File: src/rtl/mag_timer.sv
// -----------------------------------------------------------------------------
// mag_timer
//   Countdown cook timer for the magnetron controller. Keypad digits are
//   shifted in as an MM:SS BCD time. While running, the time counts down one
//   second per TICK_DIV timebase strobes. It drives the four display digits,
//   a level timer_done flag (fed to mag_comb_logic) and a one-cycle
//   done_pulse when the countdown reaches 00:00.
//
// Parameters
//   TICK_DIV      tick strobes per one-second decrement (1..255)
//
// Ports
//   clk           system clock, rising edge
//   rst           asynchronous active-high reset
//   tick          one-cycle timebase strobe
//   key_valid     one-cycle strobe, key_digit holds a pressed key
//   key_digit     BCD key code (10..15 ignored)
//   clearn        clear request, high = clear
//   magnetron_on  registered magnetron enable from the downstream latch
//   min_tens/min_ones/sec_tens/sec_ones   BCD display digits
//   timer_done    high whenever all four digits are zero
//   done_pulse    one-cycle pulse when the countdown reaches 00:00
//   running       high while in RUN
//
// All outputs are registered; there is no combinational input-to-output path.
// -----------------------------------------------------------------------------
module mag_timer #(
   parameter int TICK_DIV = 1
) (
   input  logic       clk,
   input  logic       rst,
   input  logic       tick,
   input  logic       key_valid,
   input  logic [3:0] key_digit,
   input  logic       clearn,
   input  logic       magnetron_on,
   output logic [3:0] min_tens,
   output logic [3:0] min_ones,
   output logic [3:0] sec_tens,
   output logic [3:0] sec_ones,
   output logic       timer_done,
   output logic       done_pulse,
   output logic       running
);

   typedef enum logic [2:0] {
      IDLE  = 3'd0,
      ENTRY = 3'd1,
      RUN   = 3'd2,
      PAUSE = 3'd3,
      DONE  = 3'd4
   } state_t;

   localparam logic [7:0] PRESC_LAST = 8'(TICK_DIV - 1);

   state_t      state_reg, state_next;
   // Packed as {min_tens, min_ones, sec_tens, sec_ones}; digit gi lives at [gi*4 +: 4].
   logic [15:0] digits_reg, digits_next;
   logic [7:0]  presc_reg, presc_next;
   logic        timer_done_reg, done_pulse_reg, running_reg;
   logic        done_pulse_next;

   logic        key_ok;
   logic [15:0] digits_shift;
   logic [15:0] digits_dec;
   logic [3:0]  digit_zero;
   logic [3:0]  borrow;

   assign key_ok       = key_valid && (key_digit <= 4'd9);
   assign digits_shift = {digits_reg[11:0], key_digit};

   // One-second BCD decrement. A digit borrows when every lower digit is zero;
   // the borrow is computed directly from the zero flags rather than chained.
   // sec_tens wraps to 5 (minute boundary), all other digits wrap to 9.
   // Entered sec_tens values above 5 simply count down from where they are.
   generate
      for (genvar gi = 0; gi < 4; gi++) begin : g_dec
         localparam logic [3:0] WRAP = (gi == 1) ? 4'd5 : 4'd9;

         assign digit_zero[gi] = (digits_reg[gi*4 +: 4] == 4'd0);

         if (gi == 0) begin : g_lsd
            assign borrow[gi] = 1'b1;
         end else begin : g_upper
            assign borrow[gi] = &digit_zero[gi-1:0];
         end

         assign digits_dec[gi*4 +: 4] = !borrow[gi]     ? digits_reg[gi*4 +: 4] :
                                        digit_zero[gi]  ? WRAP :
                                                          digits_reg[gi*4 +: 4] - 4'd1;
      end
   endgenerate

   always_ff @(posedge clk or posedge rst) begin
      if (rst) begin
         state_reg      <= IDLE;
         digits_reg     <= 16'h0000;
         presc_reg      <= 8'd0;
         timer_done_reg <= 1'b1;
         done_pulse_reg <= 1'b0;
         running_reg    <= 1'b0;
      end else begin
         state_reg      <= state_next;
         digits_reg     <= digits_next;
         presc_reg      <= presc_next;
         timer_done_reg <= (digits_next == 16'h0000);
         done_pulse_reg <= done_pulse_next;
         running_reg    <= (state_next == RUN);
      end
   end

   always_comb begin
      state_next      = state_reg;
      digits_next     = digits_reg;
      presc_next      = presc_reg;
      done_pulse_next = 1'b0;

      if (clearn) begin
         state_next  = IDLE;
         digits_next = 16'h0000;
         presc_next  = 8'd0;
      end else begin
         case (state_reg)
            IDLE, DONE: begin
               // magnetron_on is ignored here: timer_done=1 keeps the
               // downstream latch from setting.
               if (key_ok) begin
                  digits_next = digits_shift;
                  if (digits_shift != 16'h0000) begin
                     state_next = ENTRY;
                  end
               end
            end

            ENTRY: begin
               if (key_ok) begin
                  digits_next = digits_shift;
               end
               if (magnetron_on) begin
                  state_next = RUN;
                  presc_next = 8'd0;
               end
            end

            RUN: begin
               // A tick sampled together with the falling magnetron_on is
               // still honoured; the move to PAUSE follows it.
               if (tick) begin
                  if (presc_reg == PRESC_LAST) begin
                     presc_next = 8'd0;
                     if (digits_reg == 16'h0000) begin
                        // Only reachable if an entry was shifted back to zero;
                        // finish quietly instead of wrapping to 99:59.
                        state_next = DONE;
                     end else begin
                        digits_next = digits_dec;
                        if (digits_dec == 16'h0000) begin
                           state_next      = DONE;
                           done_pulse_next = 1'b1;
                        end
                     end
                  end else begin
                     presc_next = presc_reg + 8'd1;
                  end
               end
               if (state_next == RUN && !magnetron_on) begin
                  state_next = PAUSE;
               end
            end

            PAUSE: begin
               // Prescaler is held so the partial second resumes where it stopped.
               if (magnetron_on) begin
                  state_next = RUN;
               end
            end

            default: begin
               state_next = IDLE;
            end
         endcase
      end
   end

   assign min_tens   = digits_reg[15:12];
   assign min_ones   = digits_reg[11:8];
   assign sec_tens   = digits_reg[7:4];
   assign sec_ones   = digits_reg[3:0];
   assign timer_done = timer_done_reg;
   assign done_pulse = done_pulse_reg;
   assign running    = running_reg;

endmodule

File: config.mk
export PLATFORM = sky130hd
export DESIGN_NAME = mag_timer
export DESIGN_NICKNAME = d
export VERILOG_FILES = /design/src/rtl/mag_timer.sv
export SDC_FILE = /design/constraint.sdc
export NUM_CORES = 1
export LEC_CHECK = 0
export CAP_MARGIN = 30
export CORE_MARGIN = 5
export CORE_UTILIZATION = 40
export CTS_CLUSTER_SIZE = 8
export DETAILED_ROUTE_END_ITERATION = 16
export MAX_ROUTING_LAYER = met4
export SYNTH_ARGS = -nofsm -noshare
export SYNTH_HDL_FRONTEND = slang
export SYNTH_SLANG_ARGS = --single-unit
File: constraint.sdc
create_clock -name clk -period 3.4 [get_ports clk]
set_clock_uncertainty 0.2 [all_clocks]
set_input_delay 0.85 -clock clk [delete_from_list [all_inputs] [get_ports clk]]
set_output_delay 0.85 -clock clk [all_outputs]
set_load 0.005 [all_outputs]
==> run_results.csv <==
group,metric,value,unit
outcome,status,"completed",
yosys,synth_top_cell_by_area,"dfrtp_1",
setup_path,path_buf_inv,0,
yosys,synthXorXnorAreaFrac,2.09,%
yosys,synth_top_family_by_area,"simple AND/OR/NAND/NOR gates",
die,boundaryPins,29,
clocking,clock_latency,290,ps
clocking,clockRootBuffer,"clkbuf_8",
sta,finalMaxSlewViolations,0,
yosys,synth.area.mux_share,2.51,%
layout,area_growth,31.1,%
grt,use_met1,31.0,%
sta,layout_min_cycle_time,3270,ps
layout,diodes,0,
grt,busiest_layer,"met2",
setup_path,cpPeakStageDelay,600,ps
yosys,synth_fa_ha_area_share,1.20,%
grt,grt_pass1_vias,2117,
routing,wl_per_cell,17.5,µm
placement,post-place-ws,11.8,ps
setup_path,cp.required,3390,ps
setup_path,crit_chain,"or4_1 > nor4_1 > mux2_2 > nand2_1 > a21oi_1 > or4_1 > a2111oi_2",
clocking,cts_tree,"done",
clocking,clk_pin_slew_worst_paths,70,ps
setup_path,critPathArrivalTime,3260,ps
die,core_area,0.00511,mm²
yosys,netlist_instances,255,
layout,fillers,506,
yosys,synthesis.nets,267,
clocking,cts_hold_buf,0,
yosys,synth_compound_gate_area_share,23.7,%
placement,port_buffers,28,
die,die_x,82.3,µm
yosys,syn-cell-area,0.00209,mm²
layout,largest_register_ffs,16,
yosys,syn_area_per_cell,8.21,µm²
placement,gp_congestion,0.923,
yosys,seq_area_frac_synth,35.9,%
sta,period_share,96.2,%
die,core.rowCount,26,
die,dieArea,0.00678,mm²
yosys,ys_async_sr_fraction,100,%
yosys,synthTopCellsByArea,"dfrtp_1, nor2_1, a21oi_1",
grt,use_met3,2.93,%
clocking,cts-htree-levels,2,
sta,setup_ws,131,ps
yosys,synth_warnings,0,
yosys,synth_top_flop_cell,"dfrtp_1",
setup_path,cp-end-kind,"flip-flop",
pwr,leakagePower,1.18,nW
sta,worst_pin_slew,607,ps
worst_hold_path,hp-class,"flip-flop to flip-flop",
yosys,yosysUniqueCellTypes,58,
setup_path,cp_slowest_cell,"or4_1",
placement,dp_hpwl,4950,µm
clocking,cts_setup_buffers,0,
grt,track_usage,21.7,%
grt,antenna_found_initial,0,
layout,fin_nets,319,
layout,drive_above_1_share,16.6,%
yosys,ys_seq_elements,30,
routing,vias,2203,
die,start_util,41.0,%
grt,grt_pass1_wl,10800,µm
sta,fmax,0.306,GHz
clocking,max-clock-path-buffers,2,
setup_path,worstSetupPathType,"flip-flop to flip-flop",
clocking,cts.sinks,30,
setup_path,path_common_cell,"or4_1",
clocking,cts_resized,0,
setup_path,start_kind,"flip-flop",
routing,drt-total-wl,6620,µm
routing,dr.pass1.iters,6,
yosys,synth_edf_count,0,
routing,drc_errors,0,
routing,drtIter0Drc,251,
yosys,synthSimpleGateAreaFrac,30.4,%
grt,grt_max_degree,31,
flow_run,cap_violations,0,
setup_path,worstPathMaxFanout,9,
yosys,synth_top_area_share,34.7,%
sta,finalSetupTns,0,ps
grt,grtUsageMet2,32.6,%
sta,rsz0062_at_grt,"false",
routing,routed_via_density,5.83,
clocking,numCtsBuffers,5,
pwr,vdd_drop_max,0.258,mV
die,die_h,82.3,µm
sta,setup_violations,0,
routing,ant_nets,0,
pwr,total_power,0.962,mW
setup_path,critPathTopFamily,"simple AND/OR/NAND/NOR gates",
sta,timing.slew.headroom,59.0,%
grt,gr-total-overflow,0,
sta,hold_violations,0,
yosys,ys_top_cells_by_count,"dfrtp_1, nor2_1, nand2_1",
pwr,p_per_area,350,mW/mm²
placed cells by master, fill, tap and decap left out, drive strengths merged, types with 3 or more instances in the layout:
cell type,Yosys,routed
buf,2,30
and2,3,3
nand2,25,25
nand3,9,9
dfrtp,29,29
mux2i,3,3
nor3b,3,3
a22oi,5,5
or4,4,4
o31a,3,3
a21oi,20,20
nor4,8,8
nand4,5,5
and3,7,7
nor2,29,29
clkbuf,11,8
nor3,6,6
a211oi,4,4
o21ai,16,16
clkdlybuf4s50,0,28
nor4b,5,5
inv,10,10
or3,3,3
xnor2,3,3
a31oi,6,6
worst paths after layout:
path                               start            to  slack (ps)  cells past startpoint
max in group asynchronous            rst    timer_done        1920                      3
hold / removal              state_reg[2]       running         400                      1
min in group asynchronous            rst  state_reg[0]         750                      3
setup / recovery           digits_reg[5]    timer_done         130                      7
hold reg to reg             state_reg[2]       running         400                      1
setup reg to reg           digits_reg[5]    timer_done         130                      7
per-stage QoR:
step | hold slack [ps] | utilization, % | std cells | area (µm²)
3_3_place_gp | 393 | 51.6 | 370 | 2640
4_1_cts | 401 | 53.7 | 378 | 2750
2_1_floorplan | 324 | - | 255 | 2090
3_5_place_dp | 390 | 51.6 | 370 | 2640
5_1_grt | 431 | 53.7 | 378 | 2750
6_report | 399 | 53.7 | 378 | 2750
area by class of cell:
type / count / area [µm²] / area share (%)
Clock buffer: 8 / 110 / 4.01
Inverter: 10 / 37.5 / 1.37
Multi-Input combinational cell: 202 / 1250 / 45.6
Sequential cell: 30 / 752 / 27.4
Tap cell: 70 / 87.6 / 3.19
Timing Repair Buffer: 58 / 505 / 18.4
power by group:
| group | total (mW) | switching [mW] | internal, mW |
|---|---|---|---|
| Sequential | 0.379 | 0.0108 | 0.368 |
| Combinational | 0.238 | 0.129 | 0.108 |
| Clock | 0.346 | 0.141 | 0.204 |
per-layer routing:
| layer | vias to the layer above | part of all wire (%) |
|---|---|---|
| met5 | - | 0 |
| met4 | 0 | 0.97 |
| met3 | 11 | 5.9 |
| met2 | 89 | 45 |
| met1 | 1042 | 48 |
| li1 | 1061 | - |
cell families after synthesis:
kind of cell | count (synthesis)
buffers and inverters | 23
AO/OA/AOI/OAI | 73
adder cells (fa/ha/maj) | 2
XOR/XNOR | 5
AND/OR/NAND/NOR | 117
flip-flops | 30
multiplexers | 5
(Power assumes the default switching activity.)
